==> config.mk <==
export PLATFORM = sky130hd
export DESIGN_NAME = sprite_commit_ctrl
export DESIGN_NICKNAME = d
export VERILOG_FILES = /design/src/rtl/sprite_commit_ctrl.sv
export SDC_FILE = /design/constraint.sdc
export NUM_CORES = 1
export LEC_CHECK = 0
export BUFFER_PORTS_ARGS = -buffer_cell sky130_fd_sc_hd__clkbuf_2
export CAP_MARGIN = 25
export CORE_ASPECT_RATIO = 2
export CORE_MARGIN = 1.5
export CORE_UTILIZATION = 55
export DETAILED_ROUTE_END_ITERATION = 6
export PLACE_DENSITY = 0.79
export SETUP_SLACK_MARGIN = 0.2
export SLEW_MARGIN = 20
export SYNTH_ARGS = -nofsm -noshare
export SYNTH_HDL_FRONTEND = slang
export SYNTH_SLANG_ARGS = --single-unit
export TNS_END_PERCENT = 1
==> constraint.sdc <==
create_clock -name clk -period 2.7 [get_ports clk]
set_clock_uncertainty 0.05 [all_clocks]
set_input_delay 0.27 -clock clk [delete_from_list [all_inputs] [get_ports clk]]
set_output_delay 0.27 -clock clk [all_outputs]
set_load 0.005 [all_outputs]
==> src/rtl/sprite_commit_ctrl.sv <==
// Sprite position/visibility register block with vsync-synchronous commit of a shadow set.
// Optional commit-done interrupt is built only when SPRITE_COMMIT_IRQ_EN is defined.
module sprite_commit_ctrl (
  input  logic        clk,
  input  logic        reset_n,
  input  logic        chipselect,
  input  logic        write,
  input  logic [8:0]  address,
  input  logic [31:0] writedata,
  input  logic        vga_vs,
  output logic [49:0] spr_x,
  output logic [49:0] spr_y,
  output logic [4:0]  vis_mask,
  output logic [1:0]  anim_sel,
  output logic        commit_pending,
  output logic        irq
);

  typedef enum logic {IDLE, ARMED} state_t;

  // Sprite i occupies bits [10i+9:10i]; order is x0/y0 (dino) up to x4/y4 (godzilla).
  localparam logic [49:0] RST_X      = {10'd100, 10'd500, 10'd300, 10'd200, 10'd100};
  localparam logic [49:0] RST_Y      = {10'd260, 10'd100, 10'd200, 10'd150, 10'd100};
  localparam logic [4:0]  RST_MASK   = 5'b11111;
  localparam logic [5:0]  RST_PERIOD = 6'd6;

  state_t      state_q, state_d;
  logic [49:0] sh_x_q, sh_x_d, sh_y_q, sh_y_d;
  logic [49:0] act_x_q, act_x_d, act_y_q, act_y_d;
  logic [4:0]  sh_mask_q, sh_mask_d, act_mask_q, act_mask_d;
  logic [5:0]  period_q, period_d, cnt_q, cnt_d;
  logic [1:0]  anim_q, anim_d;
  logic        vs_d_q, vs_d_d;

  logic wr_en, ctrl_wr, fall, commit;
  logic unused_wdata;

  assign unused_wdata = ^writedata[31:10];

  // NOTE: every _d gets its hold value first, so no path through this block can infer a latch.
  always_comb begin
    sh_x_d     = sh_x_q;
    sh_y_d     = sh_y_q;
    sh_mask_d  = sh_mask_q;
    act_x_d    = act_x_q;
    act_y_d    = act_y_q;
    act_mask_d = act_mask_q;
    period_d   = period_q;
    cnt_d      = cnt_q;
    anim_d     = anim_q;
    state_d    = state_q;
    vs_d_d     = vga_vs;

    wr_en   = chipselect & write;
    ctrl_wr = wr_en && (address == 9'd12);
    fall    = vs_d_q & ~vga_vs;
    commit  = (state_q == ARMED) && fall;

    for (int i = 0; i < 5; i++) begin
      if (wr_en && address == 9'(2 * i))     sh_x_d[10*i +: 10] = writedata[9:0];
      if (wr_en && address == 9'(2 * i + 1)) sh_y_d[10*i +: 10] = writedata[9:0];
    end
    if (wr_en && address == 9'd10) sh_mask_d = writedata[4:0];

    // Commit copies the registered shadow, so a coincident shadow write waits for the next commit.
    if (commit) begin
      act_x_d    = sh_x_q;
      act_y_d    = sh_y_q;
      act_mask_d = sh_mask_q;
      state_d    = IDLE;
    end else if (ctrl_wr && writedata[0]) begin
      state_d = ARMED;
    end

    if (wr_en && address == 9'd11) begin
      period_d = writedata[5:0];
      cnt_d    = '0;
    end else if (fall && period_q != 6'd0) begin
      if (cnt_q == period_q - 6'd1) begin
        cnt_d  = '0;
        anim_d = (anim_q == 2'd2) ? 2'd0 : anim_q + 2'd1;
      end else begin
        cnt_d = cnt_q + 6'd1;
      end
    end
  end

  // NOTE: state uses non-blocking assignments so every flop samples pre-edge values together.
  // NOTE: the shadow set is plain flops, not a RAM, so it takes reset values like any register.
  always_ff @(posedge clk or negedge reset_n) begin
    if (!reset_n) begin
      state_q    <= IDLE;
      sh_x_q     <= RST_X;
      sh_y_q     <= RST_Y;
      sh_mask_q  <= RST_MASK;
      act_x_q    <= RST_X;
      act_y_q    <= RST_Y;
      act_mask_q <= RST_MASK;
      period_q   <= RST_PERIOD;
      cnt_q      <= '0;
      anim_q     <= 2'd0;
      vs_d_q     <= 1'b1;
    end else begin
      state_q    <= state_d;
      sh_x_q     <= sh_x_d;
      sh_y_q     <= sh_y_d;
      sh_mask_q  <= sh_mask_d;
      act_x_q    <= act_x_d;
      act_y_q    <= act_y_d;
      act_mask_q <= act_mask_d;
      period_q   <= period_d;
      cnt_q      <= cnt_d;
      anim_q     <= anim_d;
      vs_d_q     <= vs_d_d;
    end
  end

`ifdef SPRITE_COMMIT_IRQ_EN
  logic irq_q, irq_d;

  // Set wins over a coincident acknowledge.
  always_comb begin
    irq_d = irq_q;
    if (ctrl_wr && writedata[1]) irq_d = 1'b0;
    if (commit)                  irq_d = 1'b1;
  end

  always_ff @(posedge clk or negedge reset_n) begin
    if (!reset_n) irq_q <= 1'b0;
    else          irq_q <= irq_d;
  end

  assign irq = irq_q;
`else
  assign irq = 1'b0;
`endif

  assign spr_x          = act_x_q;
  assign spr_y          = act_y_q;
  assign vis_mask       = act_mask_q;
  assign anim_sel       = anim_q;
  assign commit_pending = (state_q == ARMED);

endmodule

; ---- Yosys cells after proc, flatten, opt, wreduce, memory -nomap -nowiden
; Cells that the tools add are included.
[totals]
elab_cells = 67
out_inout_bits = 109
input_bits = 46
ff_bits = 226
[classes]
reduce_logical = 21
addsub = 3
mux = 6
bitwise = 4
eq_ne = 14
[op_table]
columns = operator, n
row1 = "9-bit by 4-bit equality test with 1-bit output, second input constant", 5
row2 = "9-bit by 3-bit equality test with 1-bit output, second input constant", 4
row3 = "9-bit by 2-bit equality test with 1-bit output, second input constant", 2
row4 = 6-bit 2-to-1 mux, 3
row5 = 1-bit logical AND, 16
row6 = "9-bit by 1-bit equality test with 1-bit output, second input constant", 1
row7 = 9-bit logical NOT, 1
row8 = "6-bit by 1-bit adder with 6-bit output, second input constant", 1
row9 = 6-bit equality test, 1
row10 = 6-bit nonzero test, 1
row11 = "6-bit by 1-bit subtractor with 6-bit output, second input constant", 1
row12 = 2-bit nonzero test, 2
row13 = 3-bit AND reduction, 1
row14 = "2-bit by 1-bit adder with 2-bit output, second input constant", 1
row15 = 1-bit bitwise AND, 2
row16 = "2-bit equality test, second input constant", 1
row17 = 1-bit 2-to-1 mux, 2
row18 = 2-bit 2-to-1 mux, 1
row19 = 1-bit NOT, 2

; ---- Depth between registers and ports, before layout
[depth]
depth_word = 5
depth_mapped = 7
ltp_nobuf = 7

; ---- Worst setup path after synthesis
; No wires, ideal clock.
[synth_timing]
kind = input-to-reg
from = in address[5]
to = reg sh_y_q[20]
path_buffers = 1
path_slack_ps = 801
setup_time_ps = 125
required_time_ps = 2525
t_arrival_ps = 1724
cell_stages = 5
cell_sequence = or4_4 > nor2_1 > and3_1 > buf_4 > mux2_2
[synth_via]
elab_chain_len = 2
[synth_rtl]
columns = item, line
row1 = start: declaration, 8  ; input logic [8:0] address,
row2 = 9-bit by 3-bit equality test with 1-bit output, 61  ; if (wr_en && address == 9'(2 * i + 1)) sh_y_d[10*i +: 10] = writedata[9:0];
row3 = 1-bit logical AND, 61
row4 = end signal: assignment, 106  ; sh_y_q <= sh_y_d;
row5 = end: declaration, 28  ; logic [49:0] sh_x_q, sh_x_d, sh_y_q, sh_y_d;
; No other way between the ends.
; A chain may end at the register's enable or synchronous reset.

; ---- Worst setup path in the final report
[layout_timing]
from = reg period_q[1]
to = reg anim_q[1] (netlist: anim_sel[1])
[layout_via]
elab_chain_len = 3
[layout_rtl]
columns = item, line
row1 = start: declaration, 31  ; logic [5:0] period_q, period_d, cnt_q, cnt_d;
row2 = start signal: assignment, 111  ; period_q <= period_d;
row3 = 6-bit by 1-bit subtractor with 6-bit output or 6-bit nonzero test (tied branches), "79, 78"
row4 = 6-bit equality test or 1-bit logical AND (tied branches), "79, 78"
row5 = 3-bit AND reduction (no source line) *, n/a
row6 = end signal: assignment, 113  ; anim_q <= anim_d;
row7 = end: declaration, 32  ; logic [1:0] anim_q, anim_d;
; Mark *: on every way between the ends. The rest lies on a longest branch, timed or not.

==> results.cfg <==
[synth]
synth_edf_count = 0
synthCells = 565
synth_top_flop_cell = dfrtp_1
ys_seq_elements = 226
syn_nets = 614
synth_top_family_by_area = multiplexers
ys_types = 39
postSynth.asyncResetShare_pct = 100
yosys_warnings = 0
synthSimpleGateAreaFrac_pct = 4.62
synth_xor_xnor_area_share_pct = 0.883
netlist_area_um2 = 8930
muxShareOfSynthArea_pct = 27.0
synth_compound_area_share_pct = 1.25
ys_seq_area_share_pct = 64.5
synth.avg_cell_area_um2 = 15.8
synth_fa_ha_area_share_pct = 0.420

[sta]
period_share_pct = 80.4
worst_pin_slew_ns = 0.667
finalMaxSlewViolations = 0
slew_headroom_pct = 55.1
final.min_clock_period_ns = 2.17
fin_tns_setup_ns = 0
rsz0062_at_grt = no
setup_violations = 0
finalHoldViolCount = 0
fmax_mhz = 461

[clocking]
path_clk_slew_ns = 0.07
cts_setup_buffers = 0
cts_buffer_depth = 3
clkSinkCount = 226
cts_buffers = 20
ctsResizeCount = 0
insertion_delay_ns = 0.49
ctsHoldBuffers = 2
cts-root-buf = clkbuf_16
cts_tree = built
htree_levels = 1

[power]
p_leak_nw = 5.35
irDropWorstVdd_mv = 0.608
p_per_area_nw_per_um2 = 633

[route]
routed-via-count = 5093
drc = 0
drt-total-wl_um = 19200
final_antenna_net_count = 0
drt-vias-per-instance = 5.55
drtIter0Drc = 207
wl_per_cell_um = 20.9
dr.pass1.iters = 4

[setup_path]
start_kind = flip-flop
slowest_stage = dfstp_2
r2r_cells = 6
reg2reg_slack_ns = 0.53
worstReg2RegStart = period_q[1]
worst_setup_path_end_kind = flip-flop
cp.arrival_ns = 2.49
reg2reg_to = anim_sel[1]
path_cells = inv_1 -> ha_1 -> xor2_1 -> o2111ai_1 -> nor3_1 -> mux2_1
critPathMaxStageDelay_ns = 0.54
worst_ep_required_time_ns = 3.02
crit_fanout = 3
worstSetupPathType = flip-flop to flip-flop

[layout]
fin_nets = 750
layout_common_cells = mux2_2, dfrtp_1, clkbuf_2
final_common_cell = mux2_2
fin_util_pct = 66.2
drive_gt1_share_pct = 65.9
syn_to_final_growth_pct = 17.6
fill_cells = 1139

[floorplanning]
rows = 65
pin_count = 155
die_area_um2 = 17100
coreArea_um2 = 15900
die-width_um = 93.1
start_util_pct = 56.3
fp.dieH_um = 183

[place]
port_buffers = 131
detailed_place_hpwl_um = 12800
gp_congestion = 0.880

[global_route]
grt_pass1_vias = 5604
grtUsageTotal_pct = 23.4
antenna_found_initial = 1
grt-ovfl-total = 0
grt_pass1_wl_um = 30400
grt_max_degree = 106

[hold_path]
hold_class = primary input to flip-flop
hold_depth = 5
hold_start = address[2]
hold_path_end = commit_pending

[status]
status = complete, no violations

[flow_run]
max-cap-violations = 0
==> critical path, delay by kind of cell, from the launching register on <==
family / cells / cell delay (ns)
adder cells (fa/ha/maj): 1 / 0.30
XOR/XNOR: 1 / 0.15
flip-flops: 1 / 0.54
buffers and inverters: 1 / 0.07
multiplexers: 1 / 0.36
AO/OA/AOI/OAI: 1 / 0.15
AND/OR/NAND/NOR: 1 / 0.42
==> worst max path at each step <==
stage / start / slack (ns) / endpoint
floorplan: address[5] / 0.80 / sh_y_q[20]
global placement: address[5] / 0.41 / sh_y_q[20]
detailed placement: address[5] / 0.38 / sh_y_q[29]
CTS: period_q[1] / 0.53 / anim_sel[1]
global route: period_q[0] / 0.39 / anim_sel[1]
finish: period_q[1] / 0.53 / anim_sel[1]
==> report_power, final <==
group / internal (mW) / switching [mW] / leakage, nW / total [mW]
sequential: 3.45 / 0.0599 / 2.84 / 3.51
clock: 1.65 / 1.20 / 0.317 / 2.85
combinational: 0.0995 / 0.192 / 2.20 / 0.292
==> layout make-up <==
class	instances	area, um^2	area share, %
flip-flops and latches	226	5760	54.8
multi-input cells	310	3050	29.1
repair buffers	139	768	7.31
clock buffers	28	562	5.35
well taps	201	251	2.39
clock inverters	8	95.1	0.905
inverters	4	15.0	0.143
diodes	1	2.50	0.0238
==> synth_stat cells (3+ instances only) <==
master | number | share of area [%]
ha_1 | 3 | 0.42
dfrtp_1 | 145 | 41
nand2_1 | 21 | 0.88
nor2_1 | 8 | 0.34
dfstp_2 | 81 | 24
clkbuf_1 | 13 | 0.55
buf_1 | 8 | 0.34
mux2_1 | 4 | 0.50
xor2_1 | 5 | 0.49
nand3_1 | 3 | 0.17
o21ai_0 | 11 | 0.62
nor3_4 | 3 | 0.55
mux2_2 | 210 | 26
nand2_2 | 3 | 0.21
inv_1 | 4 | 0.17
nand2b_1 | 5 | 0.35
xnor2_1 | 4 | 0.39
nor3_1 | 5 | 0.28
==> logic make-up after synthesis <==
family                     Yosys count
muxes                              214
adders and majority gates            3
other                                1
AOI/OAI and AO/OA                   19
DFF                                226
and+or+nand+nor                     64
xor gates and xnor gates             9
buffers and inverters               29
==> flip-flops by register name, summed over array words and instances (netlist names) <==
signal / cells
sh_y_q: 50
vs_d_q: 1
sh_x_q: 50
cnt_q: 6
commit_pending: 1
spr_x: 50
period_q: 6
anim_sel: 2
sh_mask_q: 5
spr_y: 50
vis_mask: 5
==> through the flow <==
step	total power, mW	setup slack, ns	cells	instance area (um^2)	hold WS, ns
floorplan	3.69	0.801	565	8930	-0.0756
global placement	3.83	0.412	878	9830	0.191
detailed placement	3.86	0.375	878	9830	0.206
CTS	6.72	0.528	916	10500	0.101
global route	6.88	0.386	916	10500	0.168
finish	6.65	0.529	917	10500	0.106
==> routing by layer <==
metal,up-vias,share of wire [%],track usage [%]
li1,2257,-,-
met1,2675,37,27.5
met2,127,55,42.2
met3,34,5.2,4.35
met4,0,2.8,8.42
met5,-,0,0
No activity file was read; power rests on OpenSTA's default activity.
